<file path="config.mk">
export PLATFORM = sky130hd
export DESIGN_NAME = lenet_result_display_flat
export DESIGN_NICKNAME = d
export VERILOG_FILES = /design/src/rtl/lenet_disp_pkg.sv /design/src/rtl/lenet_result_display_if.sv /design/src/rtl/seg7_decoder.sv /design/src/rtl/lenet_result_display.sv /design/src/flat_wrapper.sv
export SDC_FILE = /design/constraint.sdc
export NUM_CORES = 1
export LEC_CHECK = 0
export CAP_MARGIN = 40
export CORE_ASPECT_RATIO = 1.5
export CORE_MARGIN = 5
export CORE_UTILIZATION = 48
export DETAILED_ROUTE_END_ITERATION = 6
export PLACE_DENSITY_LB_ADDON = 0.05
export SYNTH_ARGS = -nofsm -noshare
export SYNTH_HDL_FRONTEND = slang
export SYNTH_HIERARCHICAL = 1
export SYNTH_SLANG_ARGS = --single-unit
</file>
<file path="constraint.sdc">
create_clock -name sys_clk -period 4.4 [get_ports sys_clk]
set_input_delay 1.32 -clock sys_clk [delete_from_list [all_inputs] [get_ports sys_clk]]
set_output_delay 1.32 -clock sys_clk [all_outputs]
set_load 0.05 [all_outputs]
</file>
<file path="src/rtl/lenet_disp_pkg.sv">
// Shared constants, FSM state type and the hex glyph table for the LeNet result display.
package lenet_disp_pkg;

    localparam int unsigned OUTPUT_NODE = 10;
    localparam int unsigned DATA_SIZE   = 8;

    typedef enum logic [1:0] {
        StIdle,
        StScan,
        StDone
    } state_e;

    // Active-low {a,b,c,d,e,f,g,dp}; dp is always off.
    localparam logic [7:0] SEG_BLANK = 8'hFF;
    localparam logic [7:0] SEG_DASH  = 8'b1111_1101;

    localparam logic [7:0] HEX_GLYPH [16] = '{
        8'h03, 8'h9F, 8'h25, 8'h0D, 8'h99, 8'h49, 8'h41, 8'h1F,
        8'h01, 8'h09, 8'h11, 8'hC1, 8'h63, 8'h85, 8'h61, 8'h71
    };

endpackage

</file>
<file path="src/rtl/lenet_result_display_if.sv">
// Classifier-core side of the result display: score vector, done flag, graph index, arg-max result.
interface lenet_result_display_if;
    import lenet_disp_pkg::*;

    logic [OUTPUT_NODE*DATA_SIZE-1:0] result;
    logic                             lenet_finish;
    logic [4:0]                       graph;
    logic [3:0]                       class_idx;
    logic                             class_valid;

    modport master (
        output result, lenet_finish, graph,
        input  class_idx, class_valid
    );

    modport slave (
        input  result, lenet_finish, graph,
        output class_idx, class_valid
    );

endinterface

</file>
<file path="src/rtl/seg7_decoder.sv">
// Combinational hex digit to active-low 7-segment pattern, with a blanking override.
module seg7_decoder
    import lenet_disp_pkg::*;
(
    input  logic [3:0] value,
    input  logic       blank,
    output logic [7:0] seg
);

    always_comb begin
        seg = blank ? SEG_BLANK : HEX_GLYPH[value];
    end

endmodule

</file>
<file path="src/rtl/lenet_result_display.sv">
// Captures the LeNet output vector on finish, scans for the arg-max, and drives the 8-digit display.
// Optional macro DISPLAY_SCORE_EN: shows the winning score in hex on digits 4 (low) and 5 (high).
module lenet_result_display
    import lenet_disp_pkg::*;
#(
    parameter int unsigned REFRESH_DIV = 100000
) (
    input  logic                       sys_clk,
    input  logic                       sys_rst_n,
    lenet_result_display_if.slave      core,
    output logic [7:0]                 an,
    output logic [7:0]                 a_to_g,
    output logic [2:0]                 led_rgb
);

    localparam int unsigned CntW = (REFRESH_DIV > 1) ? $clog2(REFRESH_DIV) : 1;
    localparam logic [CntW-1:0] CntMax = CntW'(REFRESH_DIV - 1);
    localparam logic [3:0] LastIdx = 4'(OUTPUT_NODE);

    state_e                           state_q, state_d;
    logic                             finish_q;  // lenet_finish delayed one cycle
    logic [OUTPUT_NODE*DATA_SIZE-1:0] shadow_q;
    logic signed [DATA_SIZE-1:0]      best_val_q, best_val_d, node_cur;
    logic [3:0]                       best_idx_q, best_idx_d, idx_q, idx_d, idx_sel;
    logic [3:0]                       class_idx_q, class_idx_d;
    logic                             class_valid_q, class_valid_d;
    logic                             rise;

    assign rise    = core.lenet_finish & ~finish_q;
    assign idx_sel = (idx_q < LastIdx) ? idx_q : 4'd0;
    assign node_cur = shadow_q[idx_sel*DATA_SIZE +: DATA_SIZE];

    always_comb begin
        state_d       = state_q;
        best_val_d    = best_val_q;
        best_idx_d    = best_idx_q;
        idx_d         = idx_q;
        class_idx_d   = class_idx_q;
        class_valid_d = class_valid_q;
        if (rise) begin
            // Restart from any state; node 0 seeds the running best directly from the input.
            state_d       = StScan;
            best_val_d    = core.result[DATA_SIZE-1:0];
            best_idx_d    = 4'd0;
            idx_d         = 4'd1;
            class_valid_d = 1'b0;
        end else begin
            unique case (state_q)
                StScan: begin
                    if (idx_q == LastIdx) begin
                        class_idx_d   = best_idx_q;
                        class_valid_d = 1'b1;
                        state_d       = StDone;
                    end else begin
                        if (node_cur > best_val_q) begin
                            best_val_d = node_cur;
                            best_idx_d = idx_q;
                        end
                        idx_d = idx_q + 4'd1;
                    end
                end
                StIdle, StDone: ;
                default: state_d = StIdle;
            endcase
        end
    end

    always_comb begin
        unique case (state_q)
            StScan:  led_rgb = 3'b100;
            StDone:  led_rgb = 3'b010;
            default: led_rgb = 3'b001;
        endcase
    end

    always_ff @(posedge sys_clk) begin
        if (!sys_rst_n) begin
            state_q       <= StIdle;
            finish_q      <= 1'b0;
            shadow_q      <= '0;
            best_val_q    <= '0;
            best_idx_q    <= '0;
            idx_q         <= '0;
            class_idx_q   <= '0;
            class_valid_q <= 1'b0;
        end else begin
            state_q       <= state_d;
            finish_q      <= core.lenet_finish;
            if (rise) shadow_q <= core.result;
            best_val_q    <= best_val_d;
            best_idx_q    <= best_idx_d;
            idx_q         <= idx_d;
            class_idx_q   <= class_idx_d;
            class_valid_q <= class_valid_d;
        end
    end

    assign core.class_idx   = class_idx_q;
    assign core.class_valid = class_valid_q;

`ifdef DISPLAY_SCORE_EN
    logic [DATA_SIZE-1:0] score_q;

    always_ff @(posedge sys_clk) begin
        if (!sys_rst_n) begin
            score_q <= '0;
        end else if (!rise && state_q == StScan && idx_q == LastIdx) begin
            score_q <= best_val_q;
        end
    end
`endif

    // Display multiplexing
    logic [CntW-1:0] refresh_q;
    logic [2:0]      ptr_q;
    logic [7:0]      an_q, seg_q, seg_dec;
    logic [3:0]      dig_val, graph_ones, graph_tens;
    logic            dig_blank, dig_dash;

    assign graph_ones = 4'(core.graph % 5'd10);
    assign graph_tens = 4'(core.graph / 5'd10);

    always_comb begin
        dig_val   = 4'd0;
        dig_blank = 1'b1;
        dig_dash  = 1'b0;
        unique case (ptr_q)
            3'd0: begin
                dig_val   = class_idx_q;
                dig_blank = ~class_valid_q;
                dig_dash  = ~class_valid_q;
            end
            3'd2: begin
                dig_val   = graph_ones;
                dig_blank = 1'b0;
            end
            3'd3: begin
                dig_val   = graph_tens;
                dig_blank = 1'b0;
            end
`ifdef DISPLAY_SCORE_EN
            3'd4: begin
                dig_val   = score_q[3:0];
                dig_blank = ~class_valid_q;
            end
            3'd5: begin
                dig_val   = score_q[7:4];
                dig_blank = ~class_valid_q;
            end
`endif
            default: ;
        endcase
    end

    seg7_decoder u_seg7_decoder (
        .value (dig_val),
        .blank (dig_blank),
        .seg   (seg_dec)
    );

    always_ff @(posedge sys_clk) begin
        if (!sys_rst_n) begin
            refresh_q <= '0;
            ptr_q     <= '0;
            an_q      <= 8'hFF;
            seg_q     <= SEG_BLANK;
        end else begin
            if (refresh_q == CntMax) begin
                refresh_q <= '0;
                ptr_q     <= ptr_q + 3'd1;
            end else begin
                refresh_q <= refresh_q + 1'b1;
            end
            an_q  <= ~(8'b1 << ptr_q);
            seg_q <= dig_dash ? SEG_DASH : seg_dec;
        end
    end

    assign an     = an_q;
    assign a_to_g = seg_q;

endmodule

</file>
<file path="src/flat_wrapper.sv">
// flat-port wrapper written by rule: the top's interface ports become plain ports
module lenet_result_display_flat import lenet_disp_pkg::*;
#(
    parameter int unsigned REFRESH_DIV = 100000
)
  (sys_clk, sys_rst_n, an, a_to_g, led_rgb, core_result, core_lenet_finish, core_graph, core_class_idx, core_class_valid);
  lenet_result_display_if core_i ();
  input  logic sys_clk;
  input  logic sys_rst_n;
  output logic [7:0] an;
  output logic [7:0] a_to_g;
  output logic [2:0] led_rgb;
  input wire logic [$bits(core_i.result)-1:0] core_result;
  input wire logic [$bits(core_i.lenet_finish)-1:0] core_lenet_finish;
  input wire logic [$bits(core_i.graph)-1:0] core_graph;
  output wire logic [$bits(core_i.class_idx)-1:0] core_class_idx;
  output wire logic [$bits(core_i.class_valid)-1:0] core_class_valid;
  assign core_i.result = core_result;
  assign core_i.lenet_finish = core_lenet_finish;
  assign core_i.graph = core_graph;
  assign core_class_idx = core_i.class_idx;
  assign core_class_valid = core_i.class_valid;
  lenet_result_display #(.REFRESH_DIV(REFRESH_DIV)) u_core (.sys_clk(sys_clk), .sys_rst_n(sys_rst_n), .core(core_i), .an(an), .a_to_g(a_to_g), .led_rgb(led_rgb));
endmodule
</file>
==> results_dict.tcl, run 1 <==
set metrics [dict create \
    status "complete, no violations" \
    port_buffers 111 \
    yosysSeqAreaShare_pct 41.4 \
    final_nets 1047 \
    fmax_mhz 236 \
    cts-root-buf "clkbuf_16" \
    met2_usage_pct 42.3 \
    synth_area_leaders "dfxtp_1 41%, nand2_1 9.9%, a21oi_1 8.7%, ha_1 5.9%, mux2i_1 5.2%" \
    syn_area_um2 6760 \
    firstDrtPassIters 5 \
    fp.dieArea_um2 16600 \
    wl_um 18600 \
    initial_core_util_pct 48.6 \
    die_y_um 155 \
    max-slew-margin-rel_pct 45.8 \
    synth_warnings 6 \
    cp.arrival_ns 4.54 \
    cts_buffer_depth 2 \
    ioPinCount 112 \
    use_met3_pct 4.07 \
    cp.required_ns 4.70 \
    cts_buffers 17 \
    via_per_inst 5.56 \
    cts.sinks 140 \
    synth_edf_count 0 \
    drtAntennaViolNets 0 \
    fillers 1225 \
    fin_util_pct 63.0 \
    ys_ff_latch 140 \
    final-hold-violation-count 0 \
    drt-initial-drc-count 353 \
    yosysTopAreaCell "dfxtp_1" \
    multi_input_area_um2 3640 \
    synth_top_area_share_pct 41.4 \
    most-common-layout-cells "179 x nand2_1, 139 x dfxtp_1, 118 x a21oi_1" \
    grtUsageMet1_pct 24.2 \
    ir_worst_vdd_mv 0.239 \
    final_max_slew_viol_count 0 \
    synth_area_per_cell_um2 8.19 \
    end_kind "register" \
    p_total_mw 3.40 \
    setup_viol 0 \
    powerDensity_nw_per_um2 387 \
    hold_path.class "reg2reg" \
    via_count 6149 \
    fin_skew_ns 0.0133 \
    synth_flop_cell "dfxtp_1" \
    maxCapViolCount 0 \
    overflow 0 \
    finalCriticalPeriod_ns 4.24 \
    diodes 0 \
    grt_max_degree 63 \
    worstSetupPathType "in2reg" \
    area_growth_pct 29.7 \
    core_area_um2 13900 \
    path_clk_slew_ns 0.06 \
    critPathMaxFanout 6 \
    core.rowCount 53 \
    syn_inst 826 \
    regArea_um2 2800 \
    drc_errors 0 \
    drive_gt1_share_pct 9.15 \
    worstMarginPinSlew_ns 0.813 \
    cts_hold_buf 0 \
    clk_latency_ns 0.42 \
    grt_pass1_wl_um 29800 \
    die_w_um 107 \
    ys_async_sr_fraction_pct 0 \
    syn_nets 946 \
    antenna_found_initial 0 \
    htree_levels 4 \
    dp_hpwl_um 13500 \
    yosys.cell_types.count 64 \
    routabilityCongestion 0.955 \
    layout_commonest_cell "nand2_1" \
    grt_pass1_vias 6094 \
    leakagePower_nw 3.33 \
    cts_tree "done" \
    min_period_over_period_pct 96.5 \
    grtUsageTotal_pct 22.6 \
    holdWs_ns 0.455 \
    detail_route.wl_per_cell_um 16.9 \
    startpoint_type "input port" \
    top_usage_layer "met2" \
]
layout make-up:
| class | instances | area share, % |
|---|---|---|
| Clock buffer | 18 | 4.89 |
| Clock inverter | 14 | 2.64 |
| Inverter | 30 | 1.28 |
| Multi-Input combinational cell | 602 | 41.5 |
| Sequential cell | 140 | 32.0 |
| Tap cell | 165 | 2.35 |
| Timing Repair Buffer | 136 | 15.4 |
synthesized netlist by cell type (2+ instances only):
cell,number
nand2_1,179
dfxtp_1,140
a21oi_1,118
nor2_1,48
clkbuf_1,35
mux2i_1,35
ha_1,32
inv_1,29
o21ai_0,21
nand2b_1,14
nand3_1,13
a22oi_1,12
xnor2_1,10
xor2_1,10
buf_2,9
nor2b_1,9
or2_2,8
a211oi_1,7
and2_1,7
a221o_1,6
nand4_1,6
nor3_1,6
a211o_1,5
buf_4,5
o21bai_1,5
a32oi_1,4
or3_1,4
a222oi_1,3
and3_1,3
mux2_2,3
a311o_1,2
a31oi_1,2
and4_1,2
buf_1,2
buf_6,2
o211ai_1,2
flip-flops by register name, summed over array words and instances, names as in the netlist:
signal / cells
u_core/state_q: 2
u_core/idx_q: 4
u_core/an: 8
u_core/finish_q: 1
u_core/core.class_idx: 4
u_core/best_idx_q: 4
u_core/refresh_q: 17
u_core/shadow_q: 80
u_core/a_to_g: 8
u_core/best_val_q: 8
u_core/core.class_valid: 1
u_core/ptr_q: 3
power breakdown:
part | switching [mW] | internal (mW) | total [mW]
Sequential | 0.0372 | 1.32 | 1.36
Clock | 0.576 | 1.02 | 1.60
Combinational | 0.233 | 0.208 | 0.441
Total | 0.846 | 2.55 | 3.40
worst paths after layout:
check / slack [ns] / cells past startpoint / endpoint / startpoint
max: 0.16 / 16 / u_core/a_to_g[2] / core_graph[3]
min reg2reg: 0.46 / 2 / u_core/shadow_q[42] / u_core/shadow_q[42]
min: 0.46 / 2 / u_core/shadow_q[42] / u_core/shadow_q[42]
max reg2reg: 0.71 / 12 / u_core/best_val_q[0] / u_core/idx_q[0]
critical path: stages:
cell and delay, ns:
clkdlybuf4s50_1 0.48, inv_1 0.08, ha_4 0.18, o21ai_4 0.17, xnor2_2 0.10, ha_2 0.19
inv_1 0.05, o211a_1 0.19, o21ai_4 0.09, a222oi_1 0.31, inv_1 0.11, buf_4 0.18
ha_1 0.23, mux2_2 0.27, a211o_1 0.29, or2_2 0.29
logic make-up after synthesis:
kind of cell,share of synthesized area (%)
AND/OR/NAND/NOR,20.4
AO/OA/AOI/OAI,18.0
flip-flops,41.4
buffers and inverters,5.57
multiplexers,6.01
adder cells (fa/ha/maj),5.92
XOR/XNOR,2.59
other,0.0554
stage by stage:
step / cell area [um2] / instances / TNS [ns] / worst slack (ns)
final: 8770 / 1105 / 0 / 0.156
after global placement: 8070 / 1073 / -0.861 / -0.342
after global routing: 8770 / 1105 / -0.00229 / -0.00229
after CTS: 8730 / 1105 / 0 / 0.0809
after floorplan: 6760 / 826 / 0 / 0.0613
after detailed placement: 8070 / 1073 / -2.44 / -0.540
timing repair:
item | CTS | global route
pin swaps | 0 | 5
resized for setup | 2 | 7
hold endpoints to repair | 0 | 0
endpoints found under the setup margin | 2 | 3
buffers inserted | 0 | 0
routing by layer:
metal	share of wire [%]	up-vias	routed length, um
li1	-	3023	-
met1	39	2905	7220
met2	53	181	9930
met3	4.1	40	773
met4	3.8	0	709
met5	0	-	0
Note: power is estimated with default switching activity, not from simulation.
==> run 2, diff against run 1 <==
SKIP_CTS_REPAIR_TIMING = 1   (was unset)
==> results of run 2 <==
Final layout, timing and power as in run 1 (identical DEF).
==> run 3, diff against run 2 <==
CAP_MARGIN = unset   (was 40)
==> results of run 3 <==
Final layout, timing and power as in run 1 (identical DEF).
